<file path="src/rtl/mine_placer_if.sv">
`default_nettype none
// ============================================================================
// Module      : mine_placer_if
// Description : Level-strobe, status and cell read-port bundle for mine_placer.
// Revision    : 1.0 - initial release
// ============================================================================
interface mine_placer_if;
    logic       level_enable;
    logic [4:0] button_num;
    logic [3:0] rd_x;
    logic [3:0] rd_y;
    logic       busy;
    logic       done;
    logic [5:0] mine_cnt;
    logic [4:0] board_dim;
    logic       rd_mine;
    logic [3:0] rd_adj;

    modport master (
        output level_enable, button_num, rd_x, rd_y,
        input  busy, done, mine_cnt, board_dim, rd_mine, rd_adj
    );

    modport slave (
        input  level_enable, button_num, rd_x, rd_y,
        output busy, done, mine_cnt, board_dim, rd_mine, rd_adj
    );
endinterface
`default_nettype wire

</file>
<file path="src/rtl/mine_placer.sv">
`default_nettype none
// ============================================================================
// Module      : mine_placer
// Description : LFSR-driven minefield population with a registered cell read port.
// Revision    : 1.0 - initial release
// ============================================================================
module mine_placer #(
    parameter logic [15:0] LFSR_SEED = 16'hACE1,
    parameter int          MAX_DIM   = 16
) (
    input  wire logic    clk,
    input  wire logic    rst,
    mine_placer_if.slave bus
);
    localparam logic [1:0] c_st_idle  = 2'd0;
    localparam logic [1:0] c_st_place = 2'd1;
    localparam logic [1:0] c_st_done  = 2'd2;

    logic [1:0]                       state_q, state_d;
    logic [15:0]                      lfsr_q, lfsr_d;
    logic [5:0]                       mine_cnt_q, mine_cnt_d;
    logic [5:0]                       target_q, target_d;
    logic [4:0]                       board_dim_q, board_dim_d;
    logic                             done_q, done_d;
    logic                             rd_mine_q, rd_mine_d;
    logic [3:0]                       rd_adj_q, rd_adj_d;
    logic [MAX_DIM-1:0][MAX_DIM-1:0]  bitmap_q, bitmap_d;

    logic       w_strobe;
    logic [5:0] w_req_target;
    logic [3:0] w_cand_x;
    logic [3:0] w_cand_y;
    logic       w_accept;
    logic       w_rd_in;
    logic [4:0] w_nx;
    logic [4:0] w_ny;

    always_comb begin
        case (bus.button_num)
            5'd8:    w_req_target = 6'd8;
            5'd10:   w_req_target = 6'd20;
            5'd16:   w_req_target = 6'd50;
            default: w_req_target = 6'd0;
        endcase
    end

    assign w_strobe = (state_q == c_st_idle) && bus.level_enable && (bus.button_num != 5'd0);
    assign w_cand_x = lfsr_q[3:0];
    assign w_cand_y = lfsr_q[7:4];
    // The target check keeps the count from overshooting in the cycle it is reached.
    assign w_accept = (state_q == c_st_place) && (mine_cnt_q != target_q)
                    && ({1'b0, w_cand_x} < board_dim_q) && ({1'b0, w_cand_y} < board_dim_q)
                    && !bitmap_q[w_cand_y][w_cand_x];
    assign w_rd_in  = ({1'b0, bus.rd_x} < board_dim_q) && ({1'b0, bus.rd_y} < board_dim_q);

    always_ff @(posedge clk) begin
        if (rst) begin
            state_q     <= c_st_idle;
            lfsr_q      <= LFSR_SEED;
            mine_cnt_q  <= 6'd0;
            target_q    <= 6'd0;
            board_dim_q <= 5'd0;
            done_q      <= 1'b0;
            rd_mine_q   <= 1'b0;
            rd_adj_q    <= 4'd0;
            bitmap_q    <= '0;
        end else begin
            state_q     <= state_d;
            lfsr_q      <= lfsr_d;
            mine_cnt_q  <= mine_cnt_d;
            target_q    <= target_d;
            board_dim_q <= board_dim_d;
            done_q      <= done_d;
            rd_mine_q   <= rd_mine_d;
            rd_adj_q    <= rd_adj_d;
            bitmap_q    <= bitmap_d;
        end
    end

    always_comb begin
        state_d = state_q;
        case (state_q)
            c_st_idle: begin
                if (w_strobe) begin
                    state_d = (w_req_target != 6'd0) ? c_st_place : c_st_done;
                end
            end
            c_st_place: begin
                if (w_accept && ((mine_cnt_q + 6'd1) == target_q)) begin
                    state_d = c_st_done;
                end
            end
            c_st_done: state_d = c_st_done;
            default:   state_d = c_st_idle;
        endcase
    end

    always_comb begin
        lfsr_d      = {lfsr_q[14:0], lfsr_q[15] ^ lfsr_q[13] ^ lfsr_q[12] ^ lfsr_q[10]};
        done_d      = (state_q == c_st_done);
        board_dim_d = board_dim_q;
        target_d    = target_q;
        mine_cnt_d  = mine_cnt_q;
        bitmap_d    = bitmap_q;
        if (w_strobe) begin
            board_dim_d = bus.button_num;
            target_d    = w_req_target;
        end
        if (w_accept) begin
            bitmap_d[w_cand_y][w_cand_x] = 1'b1;
            mine_cnt_d                   = mine_cnt_q + 6'd1;
        end

        rd_mine_d = w_rd_in && bitmap_q[bus.rd_y][bus.rd_x];
        rd_adj_d  = 4'd0;
        w_nx      = 5'd0;
        w_ny      = 5'd0;
        if (w_rd_in) begin
            // Offsets of -1 wrap to 31 and +1 past the edge reaches 16; both fail the bound test.
            for (int dy = -1; dy <= 1; dy++) begin
                for (int dx = -1; dx <= 1; dx++) begin
                    w_nx = {1'b0, bus.rd_x} + 5'(dx);
                    w_ny = {1'b0, bus.rd_y} + 5'(dy);
                    if (!((dx == 0) && (dy == 0)) && (w_nx < board_dim_q) && (w_ny < board_dim_q)) begin
                        rd_adj_d = rd_adj_d + {3'd0, bitmap_q[w_ny[3:0]][w_nx[3:0]]};
                    end
                end
            end
        end
    end

    assign bus.busy      = (state_q == c_st_place);
    assign bus.done      = done_q;
    assign bus.mine_cnt  = mine_cnt_q;
    assign bus.board_dim = board_dim_q;
    assign bus.rd_mine   = rd_mine_q;
    assign bus.rd_adj    = rd_adj_q;
endmodule
`default_nettype wire

</file>
<file path="src/flat_wrapper.sv">
// flat-port wrapper written by rule: the top's interface ports become plain ports
module mine_placer_flat 
#(
    parameter logic [15:0] LFSR_SEED = 16'hACE1,
    parameter int          MAX_DIM   = 16
)
  (clk, rst, bus_level_enable, bus_button_num, bus_rd_x, bus_rd_y, bus_busy, bus_done, bus_mine_cnt, bus_board_dim, bus_rd_mine, bus_rd_adj);
  mine_placer_if bus_i ();
  input  wire logic clk;
  input  wire logic rst;
  input wire logic [$bits(bus_i.level_enable)-1:0] bus_level_enable;
  input wire logic [$bits(bus_i.button_num)-1:0] bus_button_num;
  input wire logic [$bits(bus_i.rd_x)-1:0] bus_rd_x;
  input wire logic [$bits(bus_i.rd_y)-1:0] bus_rd_y;
  output wire logic [$bits(bus_i.busy)-1:0] bus_busy;
  output wire logic [$bits(bus_i.done)-1:0] bus_done;
  output wire logic [$bits(bus_i.mine_cnt)-1:0] bus_mine_cnt;
  output wire logic [$bits(bus_i.board_dim)-1:0] bus_board_dim;
  output wire logic [$bits(bus_i.rd_mine)-1:0] bus_rd_mine;
  output wire logic [$bits(bus_i.rd_adj)-1:0] bus_rd_adj;
  assign bus_i.level_enable = bus_level_enable;
  assign bus_i.button_num = bus_button_num;
  assign bus_i.rd_x = bus_rd_x;
  assign bus_i.rd_y = bus_rd_y;
  assign bus_busy = bus_i.busy;
  assign bus_done = bus_i.done;
  assign bus_mine_cnt = bus_i.mine_cnt;
  assign bus_board_dim = bus_i.board_dim;
  assign bus_rd_mine = bus_i.rd_mine;
  assign bus_rd_adj = bus_i.rd_adj;
  mine_placer #(.LFSR_SEED(LFSR_SEED), .MAX_DIM(MAX_DIM)) u_core (.clk(clk), .rst(rst), .bus(bus_i));
endmodule
</file>
<file path="config.mk">
export PLATFORM = sky130hd
export DESIGN_NAME = mine_placer_flat
export DESIGN_NICKNAME = d
export VERILOG_FILES = /design/src/rtl/mine_placer_if.sv /design/src/rtl/mine_placer.sv /design/src/flat_wrapper.sv
export SDC_FILE = /design/constraint.sdc
export NUM_CORES = 1
export LEC_CHECK = 0
export BUFFER_PORTS_ARGS = -buffer_cell sky130_fd_sc_hd__buf_2
export CORE_ASPECT_RATIO = 1.2
export CORE_MARGIN = 1
export CORE_UTILIZATION = 33
export DETAILED_ROUTE_END_ITERATION = 10
export GPL_TIMING_DRIVEN = 1
export PLACE_DENSITY = 0.56
export SLEW_MARGIN = 30
export SYNTH_ARGS = -nofsm -noshare
export SYNTH_HDL_FRONTEND = slang
export SYNTH_SLANG_ARGS = --single-unit
</file>
<file path="constraint.sdc">
create_clock -name clk -period 11.6 [get_ports clk]
set_clock_uncertainty 0.15 [all_clocks]
set_input_delay 2.32 -clock clk [delete_from_list [all_inputs] [get_ports clk]]
set_output_delay 2.32 -clock clk [all_outputs]
set_load 0.03 [all_outputs]
</file>
**Word-level counts from Yosys, hierarchy flattened**

Cells that the tools add are included.

- Register bits: 297
- Input bits: 16
- Output and inout port bits: 18
- Word-level logic and storage cells: 145

- Add/sub/neg operators: 12
- Magnitude comparators: 18
- Equal/unequal tests: 9
- Muxes and demuxes: 52
- Bitwise logic cells: 5
- Reductions and logical operators: 25

Operators with widths:

| operator | number |
|---|---|
| binary-select mux 16 bit (select 4 bit) | 4 |
| OR 256 bit | 1 |
| two-way mux 16 bit | 5 |
| demux 16 bit (select 4 bit) | 1 |
| two-way mux 4 bit | 14 |
| binary-select mux 1 bit (select 4 bit) | 10 |
| < comparator 4 x 5 -> 1 bit, second input constant | 8 |
| adder 4 x 1 -> 4 bit | 7 |
| < comparator 4 x 5 -> 1 bit | 4 |
| < comparator 5 bit | 4 |
| logical AND 1 bit | 19 |
| case mux 6 bit (3 select lines) | 1 |
| two-way mux 1 bit | 12 |
| adder 4 x 1 -> 5 bit, second input constant | 2 |
| adder 4 x 5 -> 5 bit, second input constant | 2 |
| == test 5 x 4 -> 1 bit, second input constant | 2 |
| greater-or-equal comparator 4 x 1 -> 1 bit, second input constant | 2 |
| adder 6 x 1 -> 6 bit, second input constant | 1 |
| == test 6 bit | 1 |
| two-way mux 2 bit | 3 |
| != test 6 bit | 1 |
| case mux 2 bit (3 select lines) | 1 |
| nonzero test 6 bit | 1 |
| == test 5 bit, second input constant | 1 |
| 11 further kinds | 14 |

**Depth between registers and ports, before layout**

- Depth in word-level cells: 27
- Gate-level depth with buffers: 43
- Depth with buffers taken out: 38

**Least setup slack after synthesis**

No wires, ideal clock.

- Kind: in2reg
- Start point: input port bus_rd_y[1]
- End point: register u_core.rd_adj_q[1], in the netlist u_core.bus.rd_adj[1]
- Setup time: 116 ps
- Arrival: 10181 ps
- Path slack: 1154 ps
- Stages: 36
- Cell sequence: clkbuf_1 > buf_1 > clkbuf_1 > inv_1 > ha_1 > xnor2_1 > buf_2 > buf_4 > mux4_2 > a22oi_1 > nand2_1 > mux4_2 > mux4_2 > ha_1 > and2_1 > nand2_1 > nand2_1 > ha_1 > nor2_1 > a21oi_1 > ha_1 > nor2_1 > o21ba_2 > ha_1 > ha_1 > nor3_1 > a21oi_1 > ha_1 > and2_1 > or2_2 > ha_1 > mux2i_1 > nand2_1 > ha_1 > a21oi_1 > nor2_1

- Cells in the longest elaborated chain, start to end: 27

RTL lines:

| item | line | source |
|---|---|---|
| start: declaration | flat_wrapper.sv:14 | `input wire logic [$bits(bus_i.rd_y)-1:0] bus_rd_y;` |
| adder 4 x 5 -> 5 bit | mine_placer.sv:123 | `w_ny = {1'b0, bus.rd_y} + 5'(dy);` |
| binary-select mux 16 bit (select 4 bit) | mine_placer.sv:125 | `rd_adj_d = rd_adj_d + {3'd0, bitmap_q[w_ny[3:0]][w_nx[3:0]]};` |
| two-way mux 16 bit (implied by the code) | mine_placer.sv:125 |  |
| binary-select mux 1 bit (select 4 bit) | mine_placer.sv:125 |  |
| two-way mux 1 bit (implied by the code) | mine_placer.sv:125 |  |
| two-way mux 1 bit | mine_placer.sv:124 | `if (!((dx == 0) && (dy == 0)) && (w_nx < board_dim_q) && (w_ny < board_dim_q)) begin` |
| two-way mux 4 bit | mine_placer.sv:118 | `if (w_rd_in) begin` |
| adder 4 x 1 -> 4 bit | mine_placer.sv:125 |  |
| [... 11 more ...] | -- |  |
| adder 4 x 1 -> 4 bit | mine_placer.sv:125 |  |
| two-way mux 4 bit | mine_placer.sv:124 |  |
| two-way mux 4 bit | mine_placer.sv:118 |  |
| adder 4 x 1 -> 4 bit | mine_placer.sv:125 |  |
| two-way mux 4 bit | mine_placer.sv:124 |  |
| two-way mux 4 bit | mine_placer.sv:118 |  |
| adder 4 x 1 -> 4 bit | mine_placer.sv:125 |  |
| two-way mux 4 bit | mine_placer.sv:124 |  |
| end signal: assignment | mine_placer.sv:75 | `rd_adj_q <= rd_adj_d;` |
| end: declaration | mine_placer.sv:26 | `logic [3:0] rd_adj_q, rd_adj_d;` |

Several ways; a longest one is shown, not always the timed one. The select of a mux whose other input is x is not followed.
A chain may end at the register's enable or synchronous reset.

**Final worst setup path**

- Start point: input port bus_rd_x[1]
- End point: register u_core.rd_adj_q[1], in the netlist u_core.bus.rd_adj[1]

- Cells in the longest elaborated chain, start to end: 25

RTL lines:

| item | line | source |
|---|---|---|
| start: declaration | flat_wrapper.sv:13 | `input wire logic [$bits(bus_i.rd_x)-1:0] bus_rd_x;` |
| adder 4 x 5 -> 5 bit | mine_placer.sv:122 | `w_nx = {1'b0, bus.rd_x} + 5'(dx);` |
| binary-select mux 1 bit (select 4 bit) / < comparator 5 bit (equally long branches) | mine_placer.sv:125, mine_placer.sv:124 |  |
| two-way mux 1 bit (implied by the code) / logical AND 1 bit (equally long branches) | mine_placer.sv:125, mine_placer.sv:124 |  |
| two-way mux 1 bit | mine_placer.sv:124 |  |
| two-way mux 4 bit | mine_placer.sv:118 |  |
| adder 4 x 1 -> 4 bit | mine_placer.sv:125 |  |
| two-way mux 4 bit | mine_placer.sv:124 |  |
| two-way mux 4 bit | mine_placer.sv:118 |  |
| [... 9 more ...] | -- |  |
| adder 4 x 1 -> 4 bit | mine_placer.sv:125 |  |
| two-way mux 4 bit | mine_placer.sv:124 |  |
| two-way mux 4 bit | mine_placer.sv:118 |  |
| adder 4 x 1 -> 4 bit | mine_placer.sv:125 |  |
| two-way mux 4 bit | mine_placer.sv:124 |  |
| two-way mux 4 bit | mine_placer.sv:118 |  |
| adder 4 x 1 -> 4 bit | mine_placer.sv:125 |  |
| two-way mux 4 bit | mine_placer.sv:124 |  |

Several ways; a longest one is shown, not always the timed one. The select of a mux whose other input is x is not followed.

==> impl_metrics.json <==
{
  "cp.required_ps": 11910,
  "grt_max_degree": 125,
  "start_kind": "input pin",
  "start_util": 0.3343,
  "tightest_slew_ps": 1001,
  "synth-edff-count": 0,
  "switching_power_mw": 0.7224,
  "stdcell_count": 2635,
  "ctsLongestPathBuffers": 3,
  "synth.net_count": 1937,
  "fmax_ghz": 0.1031,
  "mostFrequentLayoutCell": "nor2_1",
  "postRouteAntennaNets": 0,
  "hold_depth": 1,
  "setup_tns_ps": 0,
  "yosysTopAreaCell": "mux4_2",
  "dp_hpwl_mm": 43.81,
  "cts_resized": 0,
  "cts.clk_slew.worst_paths_ps": 60,
  "final_cell_mix": "nor2_1, mux4_2, dfxtp_1",
  "row_count": 98,
  "dp_cells": 2580,
  "power.internal_mw": 1.777,
  "worstSetupPathType": "input pin to flip-flop",
  "dr.first_iter.drc_count": 1669,
  "cts_made_buffers": 31,
  "maxCapViolCount": 0,
  "dieArea_um2": 61480,
  "tritoncts": "built",
  "die_x_um": 226.5,
  "cts_setup_buffers": 0,
  "post-route-drc-count": 0,
  "netSwitchingFraction": 0.2891,
  "drive_gt1_frac": 0.2687,
  "fillers": 5852,
  "dr.pass1.iters": 5,
  "totalWireLength_mm": 65.39,
  "synth_ff_type": "dfxtp_1",
  "arrival_ps": 10010,
  "async_reset_ff_frac": 0,
  "yosysUniqueCellTypes": 64,
  "antenna_cells": 0,
  "grt_pass1_wl_mm": 100.8,
  "rsz0062_at_grt": "false",
  "avgSynthCellArea_um2": 10.67,
  "yosys.area.top_type_share": 0.3690,
  "rr_worst_depth": 32,
  "ys_seq_elements": 295,
  "slew_viol_final": 0,
  "ys.warnings.count": 0,
  "leakage_nw": 7.663,
  "cp_num_buf_inv": 3,
  "dr_total_vias": 16600,
  "first_global_vias": 16270,
  "port_buffers": 33,
  "wl_per_cell_um": 24.82,
  "seq_power_share": 0.418,
  "max_stage_delay_ps": 410,
  "seq_area_frac_synth": 0.2959,
  "antenna_found_initial": 0,
  "syn2layout_area_growth_pct": 9.497,
  "synth.cell_area_um2": 19960,
  "ir_drop_mv": 0.09190,
  "finalCriticalPeriod_ps": 9699,
  "cp_slowest_cell": "clkinv_1",
  "fp.dieH_um": 271.4,
  "place_congestion": 0.9127,
  "slew_headroom": 0.3325,
  "core_um2": 59710,
  "crit_family": "adder cells",
  "whs_ps": 253.8,
  "end_kind": "flip-flop",
  "grt.total_usage": 0.2124,
  "ios": 34,
  "crit_top_cell": "ha_1",
  "hp-class": "flip-flop to flip-flop",
  "hold_viol_final": 0,
  "power_frac_comb": 0.173,
  "final_cell_area_um2": 21860,
  "viasPerCell": 6.299,
  "synthTopCellsByArea": "mux4_2, dfxtp_1, a21oi_1, nor2_1, ha_1",
  "finalNetCount": 1880,
  "power.density_nw_per_um2": 114.3,
  "cts_hold_buf": 0,
  "grt.overflow.total": 0,
  "cts.sinks": 295,
  "cts-htree-levels": 1,
  "critical_path_depth": 36,
  "period_share": 0.8361,
  "clkPwrFrac": 0.409,
  "post_dp_cell_area_um2": 20790,
  "finalSetupViolations": 0,
  "cts_root_buffer": "clkbuf_16",
  "clkLatencyLatePin_ps": 590,
  "syn_inst": 1871,
  "status": "finished clean",
  "cp_max_fo": 10
}
[worst paths after layout]
kind | slack, ps | from | endpoint
setup / recovery | 1900 | bus_rd_x[1] | u_core.bus.rd_adj[1]
hold / removal | 250 | u_core.lfsr_q[9] | u_core.lfsr_q[10]
setup reg to reg | 4320 | u_core.bus.board_dim[2] | u_core.bus.rd_adj[1]
hold reg to reg | 250 | u_core.lfsr_q[9] | u_core.lfsr_q[10]
[worst reg2reg max path, delay by kind of cell (launching register included)]
family	cells	cell delay, ps
adder cells (fa/ha/maj)	9	2530
AND/OR/NAND/NOR	13	2200
AO/OA/AOI/OAI	8	1430
flip-flops	1	320
buffers and inverters	1	320
multiplexers	1	180
[state kept, by name (all words and copies together) (netlist names)]
| name | count |
|---|---|
| u_core.bus.done | 1 |
| u_core.target_q | 4 |
| u_core.state_q | 2 |
| u_core.bus.rd_mine | 1 |
| u_core.lfsr_q | 16 |
| u_core.bitmap_q | 256 |
| u_core.bus.mine_cnt | 6 |
| u_core.bus.board_dim | 5 |
| u_core.bus.rd_adj | 4 |
[kinds of logic after synthesis]
logic type      count (synthesis)  synth area share
fa+ha+maj                      50           0.03134
flops                         295            0.2959
simple gates                  574            0.1222
mux                           363            0.3873
compound gates                379            0.1064
xor+xnor                       28           0.01442
buf+inv                       182           0.04250
[through the flow]
step / setup slack, ps / util / total power [mW]
finish: 1901 / 0.3660 / 2.499
global route: 1359 / 0.3660 / 2.604
CTS: 1964 / 0.3655 / 2.513
detailed placement: 1375 / 0.3482 / 1.495
global placement: 1112 / 0.3472 / 1.487
floorplan: 1154 / - / 1.370
[layout make-up]
cell class,instances,area (um^2),area share
Clock buffer,42,877.1,0.04013
Sequential cell,295,5914,0.2706
Tap cell,800,1001,0.04580
Multi-Input combinational cell,1394,13290,0.6082
Clock inverter,12,157.7,0.007213
Timing Repair Buffer,71,533.0,0.02439
Inverter,21,80.08,0.003664
[routing by layer]
layer / GRT usage / part of all wire / up-vias
li1: - / - / 7014
met5: 0 / 0 / -
met4: 0.09602 / 0.041 / 0
met3: 0.03713 / 0.099 / 180
met2: 0.3542 / 0.49 / 1053
met1: 0.2673 / 0.37 / 8352
[synthesized netlist by cell type, drive strengths merged (14+ instances only)]
master and count:
mux4 327, or2 14, buf 84, clkbuf 77
ha 50, nand2 93, a22oi 28, nor3 14
a21oi 286, mux2i 31, inv 17, nand3 30
nor2 358, xor2 15, dfxtp 295
[power by group through the flow]
stage / sequential (mW) / clock (mW) / combinational, mW
floorplan: 1.06 / 0 / 0.308
global placement: 1.07 / 0 / 0.420
detailed placement: 1.07 / 0 / 0.428
CTS: 1.04 / 1.04 / 0.430
global route: 1.05 / 1.08 / 0.474
finish: 1.04 / 1.02 / 0.433
Note: power is estimated with default switching activity, not from simulation.
